$ cat src/rtl/fft_buf_pkg.sv
// Shared definitions for the FFT magnitude buffer.
// Used by the writer and by the peak-search reader.
package fft_buf_pkg;

  localparam int N_BINS = 128;
  localparam int DATA_W = 16;
  localparam int ADDR_W = 8;

  typedef enum logic [1:0] {
    WAIT_SOP,
    WRITE,
    DONE
  } state_e;

endpackage

$ cat src/rtl/fft_mag_wr_mag_approx.sv
// Approximate |z| = max + min/2 of a complex bin.
// Holds the stage-1 register of the writer pipeline.
module mag_approx #(
  parameter int DATA_W = 16,
  parameter int ADDR_W = 8
) (
  input  logic                     clk_256k,
  input  logic                     rst_n,
  input  logic signed [DATA_W-1:0] in_re,
  input  logic signed [DATA_W-1:0] in_im,
  input  logic                     in_vld,
  input  logic        [ADDR_W-1:0] in_idx,
  output logic                     out_vld,
  output logic        [ADDR_W-1:0] out_idx,
  output logic        [DATA_W-1:0] out_mag
);

  logic [DATA_W-1:0] re_u;
  logic [DATA_W-1:0] im_u;
  logic [DATA_W-1:0] abs_re_d, abs_re_q;
  logic [DATA_W-1:0] abs_im_d, abs_im_q;
  logic [ADDR_W-1:0] idx_d, idx_q;
  logic              vld_d, vld_q;
  logic [DATA_W-1:0] mx;
  logic [DATA_W-1:0] mn;

  // Unsigned abs so that -2^(W-1) maps to 2^(W-1).
  always_comb begin
    re_u     = in_re;
    im_u     = in_im;
    vld_d    = in_vld;
    abs_re_d = abs_re_q;
    abs_im_d = abs_im_q;
    idx_d    = idx_q;
    if (in_vld) begin
      abs_re_d = re_u[DATA_W-1] ? ('0 - re_u) : re_u;
      abs_im_d = im_u[DATA_W-1] ? ('0 - im_u) : im_u;
      idx_d    = in_idx;
    end
  end

  // Stage-1 register.
  always_ff @(posedge clk_256k or negedge rst_n) begin
    if (!rst_n) begin
      abs_re_q <= '0;
      abs_im_q <= '0;
      idx_q    <= '0;
      vld_q    <= 1'b0;
    end else begin
      abs_re_q <= abs_re_d;
      abs_im_q <= abs_im_d;
      idx_q    <= idx_d;
      vld_q    <= vld_d;
    end
  end

  // Max plus half of min; peaks at 1.5*2^(W-1), so no carry out.
  always_comb begin
    if (abs_re_q >= abs_im_q) begin
      mx = abs_re_q;
      mn = abs_im_q;
    end else begin
      mx = abs_im_q;
      mn = abs_re_q;
    end
    out_mag = mx + (mn >> 1);
    out_vld = vld_q;
    out_idx = idx_q;
  end

endmodule

$ cat src/rtl/fft_mag_wr.sv
// FFT magnitude buffer writer: frames bins into the RAM,
// then holds the buffer until the reader releases it.
module fft_mag_wr #(
  parameter int N_BINS = fft_buf_pkg::N_BINS,
  parameter int DATA_W = fft_buf_pkg::DATA_W,
  parameter int ADDR_W = fft_buf_pkg::ADDR_W
) (
  input  logic                     clk_256k,
  input  logic                     rst_n,
  input  logic signed [DATA_W-1:0] fft_re,
  input  logic signed [DATA_W-1:0] fft_im,
  input  logic                     fft_valid,
  input  logic                     fft_sop,
  input  logic                     fft_eop,
  input  logic                     rd_done,
  output logic                     wr_en,
  output logic        [ADDR_W-1:0] wr_addr,
  output logic        [DATA_W-1:0] wr_data,
  output logic                     wr_done,
  output logic                     frame_err
);

  import fft_buf_pkg::*;

  localparam int CW = ADDR_W + 1;
  localparam logic [CW-1:0] NB = CW'(N_BINS);

  state_e            state_d, state_q;
  logic [CW-1:0]     cnt_d, cnt_q;
  logic              err_d, err_q;
  logic              done_d, done_q;
  logic              en_d, en_q;
  logic [ADDR_W-1:0] addr_d, addr_q;
  logic [DATA_W-1:0] data_d, data_q;

  logic              s1_in_vld;
  logic [ADDR_W-1:0] s1_in_idx;
  logic              s1_vld;
  logic [ADDR_W-1:0] s1_idx;
  logic [DATA_W-1:0] s1_mag;

  mag_approx #(
    .DATA_W (DATA_W),
    .ADDR_W (ADDR_W)
  ) u_mag (
    .clk_256k (clk_256k),
    .rst_n    (rst_n),
    .in_re    (fft_re),
    .in_im    (fft_im),
    .in_vld   (s1_in_vld),
    .in_idx   (s1_in_idx),
    .out_vld  (s1_vld),
    .out_idx  (s1_idx),
    .out_mag  (s1_mag)
  );

  // Frame FSM and bin counter; cnt_d is the beat total so far.
  always_comb begin
    state_d   = state_q;
    cnt_d     = cnt_q;
    err_d     = 1'b0;
    s1_in_vld = 1'b0;
    s1_in_idx = cnt_q[ADDR_W-1:0];
    unique case (state_q)
      WAIT_SOP, WRITE: begin
        if (fft_valid) begin
          if (fft_sop) begin
            err_d     = (state_q == WRITE);
            s1_in_vld = 1'b1;
            s1_in_idx = '0;
            cnt_d     = CW'(1);
            state_d   = WRITE;
          end else if (state_q == WRITE) begin
            s1_in_vld = (cnt_q < NB);
            if (cnt_q < NB) cnt_d = cnt_q + CW'(1);
          end
          if (fft_eop && (fft_sop || state_q == WRITE)) begin
            if (cnt_d >= NB) begin
              state_d = DONE;
            end else begin
              err_d   = 1'b1;
              state_d = WAIT_SOP;
              cnt_d   = '0;
            end
          end
        end
      end
      default: begin
        if (rd_done) begin
          state_d = WAIT_SOP;
          cnt_d   = '0;
        end
      end
    endcase
  end

  // Stage 2 and status; done waits for the last write to drain.
  always_comb begin
    en_d   = s1_vld;
    addr_d = s1_vld ? s1_idx : addr_q;
    data_d = s1_vld ? s1_mag : data_q;
    done_d = (state_q == DONE) && !rd_done && (done_q || !s1_vld);
  end

  // All writer state.
  always_ff @(posedge clk_256k or negedge rst_n) begin
    if (!rst_n) begin
      state_q <= WAIT_SOP;
      cnt_q   <= '0;
      err_q   <= 1'b0;
      done_q  <= 1'b0;
      en_q    <= 1'b0;
      addr_q  <= '0;
      data_q  <= '0;
    end else begin
      state_q <= state_d;
      cnt_q   <= cnt_d;
      err_q   <= err_d;
      done_q  <= done_d;
      en_q    <= en_d;
      addr_q  <= addr_d;
      data_q  <= data_d;
    end
  end

  assign wr_en     = en_q;
  assign wr_addr   = addr_q;
  assign wr_data   = data_q;
  assign wr_done   = done_q;
  assign frame_err = err_q;

endmodule

$ cat config.mk
export PLATFORM = sky130hd
export DESIGN_NAME = fft_mag_wr
export DESIGN_NICKNAME = d
export VERILOG_FILES = /design/src/rtl/fft_buf_pkg.sv /design/src/rtl/fft_mag_wr_mag_approx.sv /design/src/rtl/fft_mag_wr.sv
export SDC_FILE = /design/constraint.sdc
export NUM_CORES = 1
export LEC_CHECK = 0
export CORE_MARGIN = 4
export CORE_UTILIZATION = 40
export CTS_BUF_LIST = sky130_fd_sc_hd__clkbuf_4 sky130_fd_sc_hd__clkbuf_8
export DETAILED_ROUTE_END_ITERATION = 6
export HOLD_SLACK_MARGIN = 0.06
export PLACE_DENSITY = 0.6
export SYNTH_ARGS = -nofsm -noshare
export SYNTH_HDL_FRONTEND = slang
export SYNTH_HIERARCHICAL = 1
export SYNTH_SLANG_ARGS = --single-unit
export TNS_END_PERCENT = 30
$ cat constraint.sdc
create_clock -name clk_256k -period 12.9 [get_ports clk_256k]
set_clock_uncertainty 0.05 [all_clocks]
set_input_delay 2.58 -clock clk_256k [delete_from_list [all_inputs] [get_ports clk_256k]]
set_output_delay 2.58 -clock clk_256k [all_outputs]
set_load 0.03 [all_outputs]
==> flow_summary.yaml, run 1 <==
run_status:
  status: "finished, final reports clean"
setup_path:
  cp-start-kind: "input pin"
  cp.required_ps: 13070
  cp-end-kind: "register"
  critPathArrivalTime_ps: 5100
  worstPathCellList: "clkdlybuf4s50_1 > or4_4 > or4_4 > or4_4 > o31ai_2 > xor2_1 > a21oi_1"
  r2r_slack_ps: 8120
  slowest_delay_ps: 590
  crit_type: "input pin to register"
  critPathMaxFanout: 4
  cp_common_cell: "or4_4"
  slowest_stage: "or4_4"
routing:
  firstDrtPassIters: 4
  drcViolationCount: 0
  wl_per_cell_um: 16.1
  drt-initial-drc-count: 190
  routed_wl_um: 12500
  vias: 4239
  vias_per_cell: 5.47
  ant_nets: 0
worst_hold_path:
  hold_class: "register to register"
floorplan:
  core_um2: 12800
  num_rows: 41
  die_height_um: 123
  die-area_um2: 15100
  die_w_um: 123
  ios: 65
  start_util_pct: 41.3
logic_synthesis:
  synth.net_count: 615
  syn_inst: 542
  ys_seq_elements: 79
  yosys_most_used_dff: "dfrtp_1"
  synth_edf_count: 0
  async_flop_share_pct: 100
  synth.cell_area_um2: 5280
  yosys_warnings: 6
  avgSynthCellArea_um2: 9.73
  ys_seq_area_share_pct: 37.5
  synth.distinct_cells: 61
timing:
  holdWs_ps: 459
  period_needed_ps: 4930
  fmax_mhz: 203
  rsz0062_at_grt: "no"
  post-route-period-util_pct: 38.2
  setup_viol: 0
  final.setup.tns_ps: 0
  tightest_slew_ps: 1100
  final_max_slew_viol_count: 0
  maxSlewHeadroom_pct: 26.7
  finalHoldViolCount: 0
global_routing:
  grt_start_max_net_pins: 80
  antenna_found_initial: 0
  grt_usage_pct: 17.6
  grt_overflow: 0
  grt_pass1_vias: 4418
  grt_pass1_wl_um: 21000
run:
  cap_violations: 0
cts:
  post_cts_buffers: 0
  root_buffer: "clkbuf_8"
  clock_latency_ps: 370
  post_cts_resized: 0
  cts_tree: "built"
  clk_pin_slew_ps: 90
  clockBufferDepth: 2
  cts_sinks: 79
  htree_levels: 3
  cts_buffers: 9
  cts_hold_buf: 0
finish:
  final_nets: 671
  drive_gt1_share_pct: 15.4
  ff_latch_area_um2: 1980
  final_cells: 775
  multiInputGateArea_um2: 3120
  fillers: 1195
  areaGrowthSynthToFinish_pct: 19.5
  utilization_pct: 49.4
  num_antenna_cells: 0
place:
  dpl.cell_count: 759
  numPortBuffers: 64
  dp_hpwl_um: 9220
  globalplace.congestion: 0.837
power:
  powerDensity_nw_per_um2: 185
  vdd_drop_max_mv: 0.0792
  p_leak_nw: 2.66
cells in the mapped netlist, types with 9 or more instances:
library cell | count | share of area, %
dfrtp_1 | 79 | 37
mux2_2 | 62 | 13
a21oi_1 | 53 | 5.0
nor2_1 | 41 | 2.9
ha_1 | 34 | 8.1
inv_1 | 29 | 2.1
nand2_1 | 29 | 2.1
xor2_1 | 26 | 4.3
o21ai_0 | 25 | 2.4
clkbuf_1 | 13 | 0.92
xnor2_1 | 10 | 1.7
nand2b_1 | 9 | 1.1
nor2b_1 | 9 | 1.1
power breakdown:
part	total [mW]	switching [mW]	internal, mW
Combinational	0.621	0.322	0.299
Clock	0.212	0.0968	0.115
Sequential	0.336	0.0400	0.296
Total	1.17	0.459	0.710
metrics by stage:
step	setup slack (ps)	area, um^2	total power, mW
after CTS	8030	6310	1.18
after floorplan	8260	5280	0.791
after global placement	7690	6080	0.947
after global routing	7820	6310	1.26
after detailed placement	7620	6080	0.963
final	7970	6310	1.17
layer usage:
metal  share of wire [%]  global-route usage [%]  vias up  routed length [um]
li1                    -                       -     2074                   -
met4                 3.3                    7.84        0                 407
met1                  43                    20.8     2050                5410
met3                 4.1                    4.06       27                 517
met5                   0                       0        -                   0
met2                  49                    30.3       88                6140
path summary, 6_finish.rpt:
path,endpoint,cells past startpoint,from
worst max-delay path,u_mag/abs_im_q[13]$_DFFE_PN0P_,7,fft_im[4]
worst min-delay path,wr_addr[1]$_DFFE_PN0P_,1,u_mag/out_idx[1]$_DFFE_PN0P_
worst max register to register,wr_data[12]$_DFFE_PN0P_,16,u_mag/abs_im_q[0]$_DFFE_PN0P_
worst min register to register,wr_addr[1]$_DFFE_PN0P_,1,u_mag/out_idx[1]$_DFFE_PN0P_
max in group asynchronous,wr_addr[2]$_DFFE_PN0P_,1,rst_n
min in group asynchronous,u_mag/abs_im_q[2]$_DFFE_PN0P_,1,rst_n
state kept, by name, summed over array words and instances, names as in the netlist:
signal          cells
wr_addr             8
wr_done             1
frame_err           1
wr_data            16
state_q             2
u_mag/abs_im_q     16
cnt_q               9
wr_en               1
u_mag/out_vld       1
u_mag/out_idx       8
u_mag/abs_re_q     16
kinds of logic after synthesis:
| logic type | after synthesis | synth area share, % |
|---|---|---|
| AO/OA/AOI/OAI | 137 | 16.4 |
| adder cells (fa/ha/maj) | 35 | 8.44 |
| multiplexers | 66 | 14.0 |
| buffers and inverters | 50 | 3.60 |
| AND/OR/NAND/NOR | 139 | 14.2 |
| flip-flops | 79 | 37.5 |
| XOR/XNOR | 36 | 5.98 |
layout make-up:
cell class                      instances  area share, %
Timing Repair Buffer                   66           10.4
Clock buffer                           10           2.18
Multi-Input combinational cell        413           49.5
Clock inverter                          6           1.47
Sequential cell                        79           31.3
Inverter                               29           1.73
Tap cell                              172           3.41
placed cells by master (no fill, tap or decap), drive strengths merged, types with 7 or more instances in the layout:
cell | netlist | routed
dfrtp | 79 | 79
and2 | 7 | 7
o31ai | 8 | 8
a211oi | 7 | 7
o21ai | 26 | 26
nand2b | 9 | 9
clkdlybuf4s50 | 0 | 63
nand2 | 29 | 29
xor2 | 26 | 26
nor2 | 41 | 41
a21oi | 53 | 53
xnor2 | 10 | 10
mux2 | 62 | 62
ha | 34 | 34
or4 | 7 | 7
inv | 29 | 30
clkbuf | 13 | 10
nor2b | 9 | 9
critical path, delay by kind of cell:
family / cells / cell delay (ps)
AOI/OAI and AO/OA: 2 / 350
xor gates and xnor gates: 1 / 190
buffers and inverters: 1 / 460
and+or+nand+nor: 3 / 1510
No activity file was read; power rests on OpenSTA's default activity.
==> run 2: changes to the inputs <==
==> constraint.sdc (replaced) <==
create_clock -name clk_256k -period 4.7 [get_ports clk_256k]
set_clock_uncertainty 0.05 [all_clocks]
set_input_delay 0.94 -clock clk_256k [delete_from_list [all_inputs] [get_ports clk_256k]]
set_output_delay 0.94 -clock clk_256k [all_outputs]
set_load 0.03 [all_outputs]
==> flow_summary.yaml, run 2 (synthesized netlist as in run 1, its figures left out) <==
run_status:
  status: "finished, final reports clean"
global_routing:
  antenna_found_initial: 0
  grt_overflow: 0
  grt_start_max_net_pins: 80
  grt_pass1_vias: 4508
  grt_pass1_wl_um: 21900
  grt_usage_pct: 18.5
timing:
  rsz0062_at_grt: "yes"
  final_max_slew_viol_count: 0
  setup_ws_ps: 319
  period_needed_ps: 4380
  maxSlewHeadroom_pct: 24.2
  fmax_mhz: 228
  holdWs_ps: 457
  final.setup.tns_ps: 0
  post-route-period-util_pct: 93.2
  setup_viol: 0
  finalHoldViolCount: 0
  tightest_slew_ps: 1140
cts:
  post_cts_buffers: 0
  cts_hold_buf: 0
  cts_sinks: 79
  htree_levels: 3
  clk_pin_slew_ps: 80
  clockBufferDepth: 2
  clock_latency_ps: 370
  cts_buffers: 9
  root_buffer: "clkbuf_8"
  cts_tree: "built"
routing:
  routed_wl_um: 13000
  ant_nets: 0
  wl_per_cell_um: 16.6
  firstDrtPassIters: 5
  vias: 4279
  met1Wirelength_um: 5590
  vias_per_cell: 5.47
  route.met3.wl_um: 453
  drt-initial-drc-count: 187
  met2_length_um: 6550
  drcViolationCount: 0
  route.top_layer_used: "met4"
finish:
  num_antenna_cells: 0
  areaGrowthSynthToFinish_pct: 19.7
  drive_gt1_share_pct: 16.6
  final_cell_mix: "dfrtp_1, clkdlybuf4s50_1, mux2_2"
  final_nets: 678
  ff_latch_area_um2: 1980
  layout_commonest_cell: "dfrtp_1"
  design_area_um2: 6320
  multiInputGateArea_um2: 3130
  fillers: 1196
setup_path:
  rr_startpoint: "u_mag/abs_re_q[0]$_DFFE_PN0P_"
  r2r-end: "wr_data[12]$_DFFE_PN0P_"
  r2r_slack_ps: 320
  worst_r2r_path_depth: 16
  critPathBufInv: 2
  slowest_stage: "fa_1"
  worstPathCellList: "inv_1 > ha_1 > nand2b_1 > a2111oi_0 > or4_1 > a31oi_1 > nor2b_2 > buf_4 > mux2_2 > fa_1 > a211oi_1 > o21ba_2 > a211o_1 > a21oi_2 > a311o_1 > mux2_2"
  crit_type: "register to register"
  critPathArrivalTime_ps: 4590
  cp-start-kind: "register"
  cp-end-kind: "register"
  cp.required_ps: 4900
  critical-path-top-delay-family: "compound AO/OA/AOI/OAI gates"
  slowest_delay_ps: 480
  critPathMaxFanout: 15
  cp_common_cell: "mux2_2"
worst_hold_path:
  hp-start: "u_mag/out_idx[0]$_DFFE_PN0P_"
  min_to: "wr_addr[0]$_DFFE_PN0P_"
  holdPathStages: 1
  hold_class: "register to register"
floorplan:
  die-area_um2: 15100
  die_height_um: 123
  core_um2: 12800
  num_rows: 41
  ios: 65
  die_w_um: 123
  start_util_pct: 41.3
place:
  pre_cts_ws_ps: 285
  place_area_um2: 6130
  numPortBuffers: 64
  globalplace.congestion: 0.849
  dp_hpwl_um: 9770
power:
  p_leak_nw: 2.68
  powerDensity_nw_per_um2: 500
  vdd_drop_max_mv: 0.180
run:
  cap_violations: 0
-- run 2: cell types whose count changed in the layout (fill, tap and decap cells not counted), moves of 2 or more --
cell,delta
clkinv_2,+2
buf_4,+7
clkbuf_4,+2
bufinv_16,-2
-- run 2: layer usage --
metal | track usage, % | up-vias
li1 | - | 2095
met1 | 21.7 | 2064
met2 | 32.5 | 91
met3 | 3.27 | 29
met4 | 8.82 | 0
met5 | 0 | -
-- run 2: layout make-up --
class / count / area share, %
Sequential cell: 79 / 31.3
Clock inverter: 3 / 0.277
Multi-Input combinational cell: 413 / 49.5
Timing Repair Buffer: 73 / 11.2
Clock buffer: 13 / 2.63
Inverter: 29 / 1.72
Tap cell: 172 / 3.41
-- run 2: worst max path at each step --
| stage | startpoint | endpoint | slack, ps | cells after the start |
|---|---|---|---|---|
| finish | u_mag/abs_re_q[0]$_DFFE_PN0P_ | wr_data[12]$_DFFE_PN0P_ | 320 | 16 |
| global route | u_mag/abs_re_q[0]$_DFFE_PN0P_ | wr_data[15]$_DFFE_PN0P_ | -7 | 17 |
| CTS | u_mag/abs_re_q[0]$_DFFE_PN0P_ | wr_data[12]$_DFFE_PN0P_ | 260 | 17 |
| detailed placement | u_mag/abs_re_q[0]$_DFFE_PN0P_ | wr_data[12]$_DFFE_PN0P_ | 290 | 17 |
| global placement | u_mag/abs_re_q[0]$_DFFE_PN0P_ | wr_data[12]$_DFFE_PN0P_ | 360 | 17 |
| floorplan | u_mag/abs_re_q[0]$_DFFE_PN0P_ | wr_data[12]$_DFFE_PN0P_ | 370 | 17 |
-- run 2: timing repair --
item                                   CTS  global route
resized for setup                        0             1
setup endpoints to repair                0             2
endpoints found under the hold margin    0             0
-- run 2: per-stage QoR --
stage	power, mW	cells	utilization [%]
CTS	3.18	782	49.4
detailed placement	2.69	766	48.0
global placement	2.66	766	48.0
floorplan	2.17	542	-
finish	3.16	782	49.5
global route	3.42	782	49.5
-- run 2: power by group --
group | internal [mW] | switching [mW] | total, mW
combinational | 0.841 | 0.919 | 1.76
clock | 0.231 | 0.253 | 0.484
sequential | 0.811 | 0.100 | 0.912
==> run 3: changes to the inputs <==
==> constraint.sdc (replaced) <==
create_clock -name clk_256k -period 5.2 [get_ports clk_256k]
set_clock_uncertainty 0.05 [all_clocks]
set_input_delay 1.04 -clock clk_256k [delete_from_list [all_inputs] [get_ports clk_256k]]
set_output_delay 1.04 -clock clk_256k [all_outputs]
set_load 0.03 [all_outputs]
==> flow_summary.yaml, run 3 (synthesized netlist as in run 1, its figures left out) <==
run_status:
  status: "finished, final reports clean"
routing:
  ant_nets: 0
  vias_per_cell: 5.43
  wl_per_cell_um: 16.2
  vias: 4215
  firstDrtPassIters: 5
  drt-initial-drc-count: 240
  drcViolationCount: 0
  routed_wl_um: 12600
setup_path:
  cp-start-kind: "register"
  crit_type: "register to register"
  slowest_stage: "mux2_2"
  cp.required_ps: 5420
  critPathMaxFanout: 25
  critPathArrivalTime_ps: 4910
  cp-end-kind: "register"
  worstPathCellList: "inv_1 > ha_1 > nand2b_1 > a2111oi_0 > or4_1 > a31oi_1 > nor2b_2 > buf_4 > mux2_2 > ha_1 > o21ai_0 > o21ba_2 > a211o_1 > a21oi_1 > nor4_1 > a311o_1 > mux2_2"
  slowest_delay_ps: 380
finish:
  utilization_pct: 49.2
  final_nets: 672
  layout_commonest_cell: "dfrtp_1"
  areaGrowthSynthToFinish_pct: 19.2
  drive_gt1_share_pct: 15.6
  num_antenna_cells: 0
  design_area_um2: 6290
  final_cell_mix: "dfrtp_1, clkdlybuf4s50_1, mux2_2"
cts:
  htree_levels: 3
  cts_hold_buf: 0
  post_cts_resized: 0
  post_cts_buffers: 0
  root_buffer: "clkbuf_8"
  cts_buffers: 9
  cts_sinks: 79
  clk_pin_slew_ps: 80
  clock_latency_ps: 380
  clockBufferDepth: 2
  cts_tree: "built"
power:
  vdd_drop_max_mv: 0.204
  powerDensity_nw_per_um2: 455
  p_leak_nw: 2.67
  p_total_mw: 2.86
place:
  dp_hpwl_um: 9370
  globalplace.congestion: 0.871
  numPortBuffers: 64
  place_area_um2: 6080
timing:
  final_max_slew_viol_count: 0
  rsz0062_at_grt: "no"
  tightest_slew_ps: 1090
  period_needed_ps: 4690
  maxSlewHeadroom_pct: 27.6
  fmax_mhz: 213
  setup_viol: 0
  final.setup.tns_ps: 0
  finalHoldViolCount: 0
  holdWs_ps: 453
  post-route-period-util_pct: 90.1
global_routing:
  grt_pass1_wl_um: 20900
  grt_pass1_vias: 4357
  antenna_found_initial: 0
  grt_usage_pct: 17.6
  grt_start_max_net_pins: 80
  grt_overflow: 0
worst_hold_path:
  hold_class: "register to register"
floorplan:
  die_height_um: 123
  ios: 65
  die_w_um: 123
  start_util_pct: 41.3
  core_um2: 12800
  num_rows: 41
  die-area_um2: 15100
run:
  cap_violations: 0
-- run 3: final timing paths --
path | cells past startpoint | slack, ps | from | endpoint
worst max-delay path | 17 | 510 | u_mag/abs_re_q[0]$_DFFE_PN0P_ | wr_data[12]$_DFFE_PN0P_
worst min-delay path | 1 | 450 | u_mag/out_idx[0]$_DFFE_PN0P_ | wr_addr[0]$_DFFE_PN0P_
worst max register to register | 17 | 510 | u_mag/abs_re_q[0]$_DFFE_PN0P_ | wr_data[12]$_DFFE_PN0P_
worst min register to register | 1 | 450 | u_mag/out_idx[0]$_DFFE_PN0P_ | wr_addr[0]$_DFFE_PN0P_
max in group asynchronous | 1 | 3670 | rst_n | u_mag/out_idx[0]$_DFFE_PN0P_
min in group asynchronous | 1 | 780 | rst_n | u_mag/abs_im_q[4]$_DFFE_PN0P_
-- run 3: critical path: cells and delay by family, from the launching register on --
family | cells | cell delay, ps
DFF | 1 | 340
adders and majority gates | 2 | 640
muxes | 2 | 640
AOI/OAI and AO/OA | 7 | 1770
buffers and inverters | 2 | 410
and+or+nand+nor | 4 | 730
-- run 3: power by group --
group,leakage [nW],switching [mW],internal (mW)
logic,1.59,0.810,0.745
registers,0.970,0.0983,0.733
clock network,0.107,0.232,0.240
-- run 3: final cells by class --
class / count / area (um^2)
clock buffer: 11 / 145
clock inverter: 5 / 57.6
fill: 1205 / 6490
inverter: 29 / 109
multi-input combinational: 413 / 3120
sequential: 79 / 1980
tap: 172 / 215
timing repair buffer: 67 / 661
-- run 3: per-stage QoR --
| step | cells | setup slack (ps) |
|---|---|---|
| finish | 776 | 513 |
| global route | 776 | 232 |
| CTS | 776 | 518 |
| detailed placement | 760 | 536 |
| global placement | 760 | 683 |
| floorplan | 542 | 868 |
-- run 3: metal layers --
metal	vias to the layer above	routed length [um]	GRT usage, %	part of all wire, %
met5	-	0	0	0
met4	0	314	6.23	2.5
met3	22	479	5.25	3.8
met2	82	6330	30.6	50
met1	2031	5440	20.6	43
li1	2080	-	-	-
